--- config.mk ---
export PLATFORM = sky130hd
export DESIGN_NAME = fib_job_sched_flat
export DESIGN_NICKNAME = d
export VERILOG_FILES = /design/src/rtl/fib_job_sched_if.sv /design/src/rtl/fib_job_sched.sv /design/src/flat_wrapper.sv
export SDC_FILE = /design/constraint.sdc
export NUM_CORES = 1
export LEC_CHECK = 0
export ABC_CLOCK_PERIOD_IN_PS = 3350
export BUFFER_PORTS_ARGS = -buffer_cell sky130_fd_sc_hd__buf_2
export CORE_ASPECT_RATIO = 1.4
export CORE_MARGIN = 8
export CORE_UTILIZATION = 25
export CTS_CLUSTER_SIZE = 12
export DETAILED_ROUTE_END_ITERATION = 7
export GPL_ROUTABILITY_DRIVEN = 0
export PLACE_DENSITY_LB_ADDON = 0.3
export SLEW_MARGIN = 20
export SYNTH_ARGS = -nofsm -noshare
export SYNTH_HDL_FRONTEND = slang
export SYNTH_SLANG_ARGS = --single-unit
export TNS_END_PERCENT = 100
--- constraint.sdc ---
create_clock -name clk -period 3.35 [get_ports clk]
set_input_delay 0.5025 -clock clk [delete_from_list [all_inputs] [get_ports clk]]
set_output_delay 0.5025 -clock clk [all_outputs]
set_load 0.03 [all_outputs]
--- src/rtl/fib_job_sched_if.sv ---
// Request/result handshake bundle for the Fibonacci job scheduler.
// The master is the client that queues indices and consumes results; the slave is the scheduler.
interface fib_job_sched_if;
    logic       in_valid;
    logic       in_ready;
    logic [2:0] in_n;
    logic       out_valid;
    logic       out_ready;
    logic [2:0] out_n;
    logic [4:0] out_fib;
    logic       out_err;

    modport master (
        output in_valid, in_n, out_ready,
        input  in_ready, out_valid, out_n, out_fib, out_err
    );

    modport slave (
        input  in_valid, in_n, out_ready,
        output in_ready, out_valid, out_n, out_fib, out_err
    );
endinterface

--- src/rtl/fib_job_sched.sv ---
// Queues Fibonacci indices and runs them one at a time on an external fib core.
// Each job gets a restart pulse, then a bounded wait for done, then holds its result until accepted.
module fib_job_sched #(
    parameter int DEPTH   = 4,
    parameter int TIMEOUT = 255
) (
    input  logic                  clk,
    input  logic                  rst,
    fib_job_sched_if.slave        bus,
    output logic                  core_rst,
    output logic [2:0]            core_n,
    input  logic [4:0]            core_out,
    input  logic                  core_done,
    output logic                  busy
);
    localparam int AW   = $clog2(DEPTH);
    localparam int CNTW = AW + 1;
    localparam int CW   = (TIMEOUT < 1) ? 1 : $clog2(TIMEOUT + 1);

    localparam logic [1:0] IDLE   = 2'd0;
    localparam logic [1:0] LAUNCH = 2'd1;
    localparam logic [1:0] WAIT   = 2'd2;
    localparam logic [1:0] HOLD   = 2'd3;

    logic [1:0]      state;
    logic [2:0]      mem [DEPTH];
    logic [AW-1:0]   wptr;
    logic [AW-1:0]   rptr;
    logic [CNTW-1:0] count;
    logic [CW-1:0]   cnt;
    logic [2:0]      job_n;
    logic [4:0]      fib_q;
    logic            err_q;

    logic empty;
    logic push;
    logic pop;
    logic done_ok;
    logic timed_out;

    assign empty     = (count == '0);
    assign push      = bus.in_valid && bus.in_ready;
    assign pop       = !empty && ((state == IDLE) || ((state == HOLD) && bus.out_ready));
    // A done seen in the first WAIT cycle may be left over from the previous job.
    assign done_ok   = core_done && (cnt != '0);
    assign timed_out = (cnt == CW'(TIMEOUT));

    assign bus.in_ready  = (count < CNTW'(DEPTH));
    assign bus.out_valid = (state == HOLD);
    assign bus.out_n     = job_n;
    assign bus.out_fib   = fib_q;
    assign bus.out_err   = err_q;
    assign core_rst      = (state == LAUNCH);
    assign busy          = (state != IDLE) || !empty;

    // NOTE: queue storage has no reset; the pointers and count alone decide what is valid.
    always_ff @(posedge clk) begin
        if (push) mem[wptr] <= bus.in_n;
    end

    // NOTE: all state below uses non-blocking assignments so every register samples pre-edge values.
    always_ff @(posedge clk or negedge rst) begin
        if (!rst) begin
            state  <= IDLE;
            wptr   <= '0;
            rptr   <= '0;
            count  <= '0;
            cnt    <= '0;
            core_n <= '0;
            job_n  <= '0;
            fib_q  <= '0;
            err_q  <= 1'b0;
        end else begin
            if (push) wptr <= wptr + AW'(1);
            if (pop)  rptr <= rptr + AW'(1);

            if (push && !pop)      count <= count + CNTW'(1);
            else if (pop && !push) count <= count - CNTW'(1);

            if (pop) begin
                core_n <= mem[rptr];
                job_n  <= mem[rptr];
            end

            case (state)
                IDLE: begin
                    if (!empty) state <= LAUNCH;
                end
                LAUNCH: begin
                    state <= WAIT;
                    cnt   <= '0;
                end
                WAIT: begin
                    cnt <= cnt + CW'(1);
                    if (done_ok) begin
                        state <= HOLD;
                        fib_q <= core_out;
                        err_q <= 1'b0;
                    end else if (timed_out) begin
                        state <= HOLD;
                        fib_q <= '0;
                        err_q <= 1'b1;
                    end
                end
                HOLD: begin
                    if (bus.out_ready) state <= empty ? IDLE : LAUNCH;
                end
                default: state <= IDLE;
            endcase
        end
    end
endmodule

--- src/flat_wrapper.sv ---
// flat-port wrapper written by rule: the top's interface ports become plain ports
module fib_job_sched_flat 
#(
    parameter int DEPTH   = 4,
    parameter int TIMEOUT = 255
)
  (clk, rst, core_rst, core_n, core_out, core_done, busy, bus_in_valid, bus_in_n, bus_out_ready, bus_in_ready, bus_out_valid, bus_out_n, bus_out_fib, bus_out_err);
  fib_job_sched_if bus_i ();
  input  logic clk;
  input  logic rst;
  output logic core_rst;
  output logic [2:0] core_n;
  input  logic [4:0] core_out;
  input  logic core_done;
  output logic busy;
  input wire logic [$bits(bus_i.in_valid)-1:0] bus_in_valid;
  input wire logic [$bits(bus_i.in_n)-1:0] bus_in_n;
  input wire logic [$bits(bus_i.out_ready)-1:0] bus_out_ready;
  output wire logic [$bits(bus_i.in_ready)-1:0] bus_in_ready;
  output wire logic [$bits(bus_i.out_valid)-1:0] bus_out_valid;
  output wire logic [$bits(bus_i.out_n)-1:0] bus_out_n;
  output wire logic [$bits(bus_i.out_fib)-1:0] bus_out_fib;
  output wire logic [$bits(bus_i.out_err)-1:0] bus_out_err;
  assign bus_i.in_valid = bus_in_valid;
  assign bus_i.in_n = bus_in_n;
  assign bus_i.out_ready = bus_out_ready;
  assign bus_in_ready = bus_i.in_ready;
  assign bus_out_valid = bus_i.out_valid;
  assign bus_out_n = bus_i.out_n;
  assign bus_out_fib = bus_i.out_fib;
  assign bus_out_err = bus_i.out_err;
  fib_job_sched #(.DEPTH(DEPTH), .TIMEOUT(TIMEOUT)) u_core (.clk(clk), .rst(rst), .bus(bus_i), .core_rst(core_rst), .core_n(core_n), .core_out(core_out), .core_done(core_done), .busy(busy));
endmodule
==> Implementation_results.wiki <==
{| class="wikitable"
! Metric !! Value
|-
| Result of the run || finished, final reports clean
|-
| Netlist Area Pre-Place || 1851 um2
|-
| Setup-violating endpoint count in the final report || 0
|-
| Post-synthesis average cell area || 12.26 um2
|-
| Final Instance Area || 2196 um2
|-
| Final cell count without fillers || about 280
|-
| First-pass GRT wire length || 6065 um
|-
| First drt pass iteration count || 4
|-
| Worst hold-check path type || input pin to asynchronous set/reset pin
|-
| Net Sw Power || 0.8024 mW
|-
| Post-route clock period utilization || 0.6963
|-
| Proportion of layout cells with a drive suffix above 1 || 0.2626
|-
| Cell area reported after detailed placement || 2063 um2
|-
| Die boundary height || 117.8 um
|-
| Global route overflow || 0
|-
| Rel. slew slack || 0.6041
|-
| Most frequent standard cell in the layout excluding fill and tap cells || buf_2
|-
| Cts hold-fix bufs || 0
|-
| Arrival time reported for the critical path endpoint || 2.50 ns
|-
| Placeable core region || just over 7000 um2
|-
| Clock latency at the later pin of the worst-skew pair || 0.28 ns
|-
| Horizontal extent of the die || a little under 90 um
|-
| Initial antenna violation count || 0
|-
| # rows || 37
|-
| Final routed wirelength across all metal layers || 3480 um
|-
| Sequential Power Share || 0.357
|-
| P per Cell Area || 946.5 nW/um2
|-
| Clock share of power || 0.217
|-
| Biggest fanout along the worst timing path || 6
|-
| Inserted Clock Buffers || 5
|-
| Part of the Yosys area used for sequential elements || 0.5463
|-
| Relative area change from synthesis to final layout || 18.66%
|-
| Total negative setup slack || 0 ns
|-
| Internal Power || 1.276 mW
|-
| Worst IR Drop VDD || 0.0004544 V
|-
| Starting density of the core || 0.2546
|-
| Top cell type's share of synthesized area || 0.3516
|-
| Input/output buffers || 28
|-
| Number of clock sinks || 38
|-
| Max frequency || 428.7 MHz
|-
| Final Net Count || 204
|-
| Hpwl dp || 2709 um
|-
| Unrepaired setup endpoints after global routing || no
|-
| Most area-consuming cells after synthesis || dfrtp_1, edfxtp_1, ha_1, mux4_2, inv_1
|-
| Num ports || 29
|-
| Commonest cells after routing, fill and taps aside || buf_2, dfrtp_1, inv_1
|-
| Antenna Violating Nets Remaining || 0
|-
| Number of nets produced by synthesis || 177
|-
| Element type at the critical path end || flop
|-
| Critical Setup Path Class || flop to flop
|-
| Worst Tran Pin Value || 0.5939 ns
|-
| Type of origin of the critical path || flop
|-
| Number of hold violations in the final report || 0
|-
| Tmin final || 2.333 ns
|-
| Count of H-tree levels built during CTS || 2
|-
| Maximum number of pins on one net before global-route repair || 27
|-
| Number of diodes || 0
|-
| Data required time of the critical path || around 3.5 ns
|-
| Switching part of the total || 0.3861
|-
| Die outline area || 10450 um2
|-
| Number of distinct library cells after synthesis || 38
|-
| Power share of the combinational group || 0.426
|-
| Number of flip-flops and latches in the synthesized netlist || 38
|-
| Via count || ~1.2k
|-
| Number of global-route vias before repair || 1280
|-
| Pins over their slew limit || 0
|-
| Leakage || 0.9380 nW
|-
| Number of buffers on the longest clock path || 2
|-
| Mean number of vias per cell || 4.268
|-
| Clock tree from TritonCTS || done
|-
| Postcts setup bufs || 0
|-
| Buffer cell driving the clock tree root || clkbuf_8
|-
| Routed len/inst || 12.61 um
|-
| Post-placement cell count || 268
|-
| Iteration-0 DRC count of the detailed router || 59
|-
| Clock transition at the registers of the reported paths || 0.07 ns
|-
| Number of instances in the synthesized netlist || 151
|-
| Warning count from the yosys run || 0
|-
| Total GRT Usage || 0.07457
|-
| Worst Skew || 0.003445 ns
|-
| Cell accounting for the most synthesized area || dfrtp_1
|-
| CTS-repair resized insts || 0
|-
| Max_cap viols || 0
|-
| Residual DRC count || 0
|}
==> synthesized netlist by cell type <==
| master | n |
|---|---|
| o21ai_2 | 1 |
| inv_1 | 14 |
| nor2b_1 | 3 |
| mux2_1 | 1 |
| clkbuf_1 | 4 |
| edfxtp_1 | 12 |
| nand3_1 | 5 |
| o21a_1 | 1 |
| and2_1 | 4 |
| buf_4 | 3 |
| fa_1 | 1 |
| a211oi_1 | 1 |
| mux4_2 | 3 |
| o21ai_0 | 8 |
| buf_6 | 1 |
| o211ai_1 | 1 |
| nor3b_1 | 1 |
| nor4_2 | 1 |
| or3_1 | 2 |
| a21oi_1 | 5 |
| a221oi_1 | 1 |
| xor2_1 | 3 |
| dfrtp_1 | 26 |
| nor2_1 | 6 |
| ha_1 | 12 |
| and3_2 | 1 |
| nand3b_1 | 1 |
| nor3_1 | 2 |
| and2_4 | 1 |
| o22ai_1 | 2 |
| nand4_1 | 2 |
| a31oi_2 | 1 |
| nand2b_1 | 1 |
| nand2_1 | 6 |
| a22o_1 | 5 |
| mux2i_1 | 1 |
| mux2_2 | 4 |
| xnor2_1 | 4 |
==> path summary, 6_finish.rpt <==
check	from	to	slack, ns	cells after the start
max in group asynchronous	rst	u_core.cnt[0]	2.74	1
min in group clk	bus_in_n[2]	u_core.mem[3][2]	0.44	1
min	rst	u_core.core_n[2]	0.22	1
max reg2reg	u_core.state[0]	u_core.count[1]	1.02	9
min reg2reg	u_core.bus.out_fib[3]	u_core.bus.out_fib[3]	0.50	1
max	u_core.state[0]	u_core.count[1]	1.02	9
==> critical path, stage by stage, from the launching register on <==
cell and delay [ns]:
dfrtp_1 0.41, inv_1 0.15, ha_1 0.19, a21oi_1 0.04, nor2_1 0.37, inv_1 0.10
ha_1 0.24, inv_1 0.07, fa_1 0.39, mux2_2 0.26
==> cell type report <==
type	instances	area, um2
multi-input cells	91	738.2
clock buffers	5	68.82
fillers	765	5072
inverters	14	52.55
repair buffers	28	140.1
well taps	97	121.4
clock inverters	3	63.81
flip-flops and latches	38	1011
==> metrics by stage <==
step / hold slack, ns / utilization / worst slack, ns / power (mW)
3_5_place_dp: 0.4867 / 0.2839 / 0.9840 / 1.664
5_1_grt: 0.2626 / 0.3021 / 0.8068 / 2.244
4_1_cts: 0.2404 / 0.3021 / 0.9797 / 2.126
2_1_floorplan: 0.2069 / - / 1.053 / 1.452
6_report: 0.2199 / 0.3021 / 1.017 / 2.078
3_3_place_gp: 0.4810 / 0.2839 / 1.049 / 1.650
==> layer usage <==
metal / vias to the layer above / global-route usage / part of all wire
met4: 0 / 0.02232 / 0.0098
met3: 4 / 0.03424 / 0.057
met5: - / 0 / 0
li1: 575 / - / -
met1: 577 / 0.08007 / 0.42
met2: 22 / 0.1247 / 0.51
==> registers in the layout, summed over array words and instances (netlist names) <==
register            count
u_core.mem             12
u_core.cnt              8
u_core.bus.out_fib      5
u_core.core_n           3
u_core.count            3
u_core.rptr             2
u_core.state            2
u_core.wptr             2
u_core.bus.out_err      1
==> power by group through the flow <==
| stage | Clock (mW) | Sequential [mW] | Combinational (mW) |
|---|---|---|---|
| floorplan | 0 | 0.816 | 0.636 |
| global placement | 0 | 0.752 | 0.898 |
| detailed placement | 0 | 0.756 | 0.908 |
| CTS | 0.468 | 0.748 | 0.909 |
| global route | 0.488 | 0.769 | 0.986 |
| finish | 0.451 | 0.742 | 0.885 |
==> cell families after synthesis <==
family,count (synthesis),synth area share
xor gates and xnor gates,7,0.03313
adders and majority gates,13,0.09195
and+or+nand+nor,36,0.1075
buffers and inverters,22,0.05476
muxes,9,0.07234
DFF,38,0.5463
AOI/OAI and AO/OA,26,0.09398
Power figures use the tool's default switching activity.
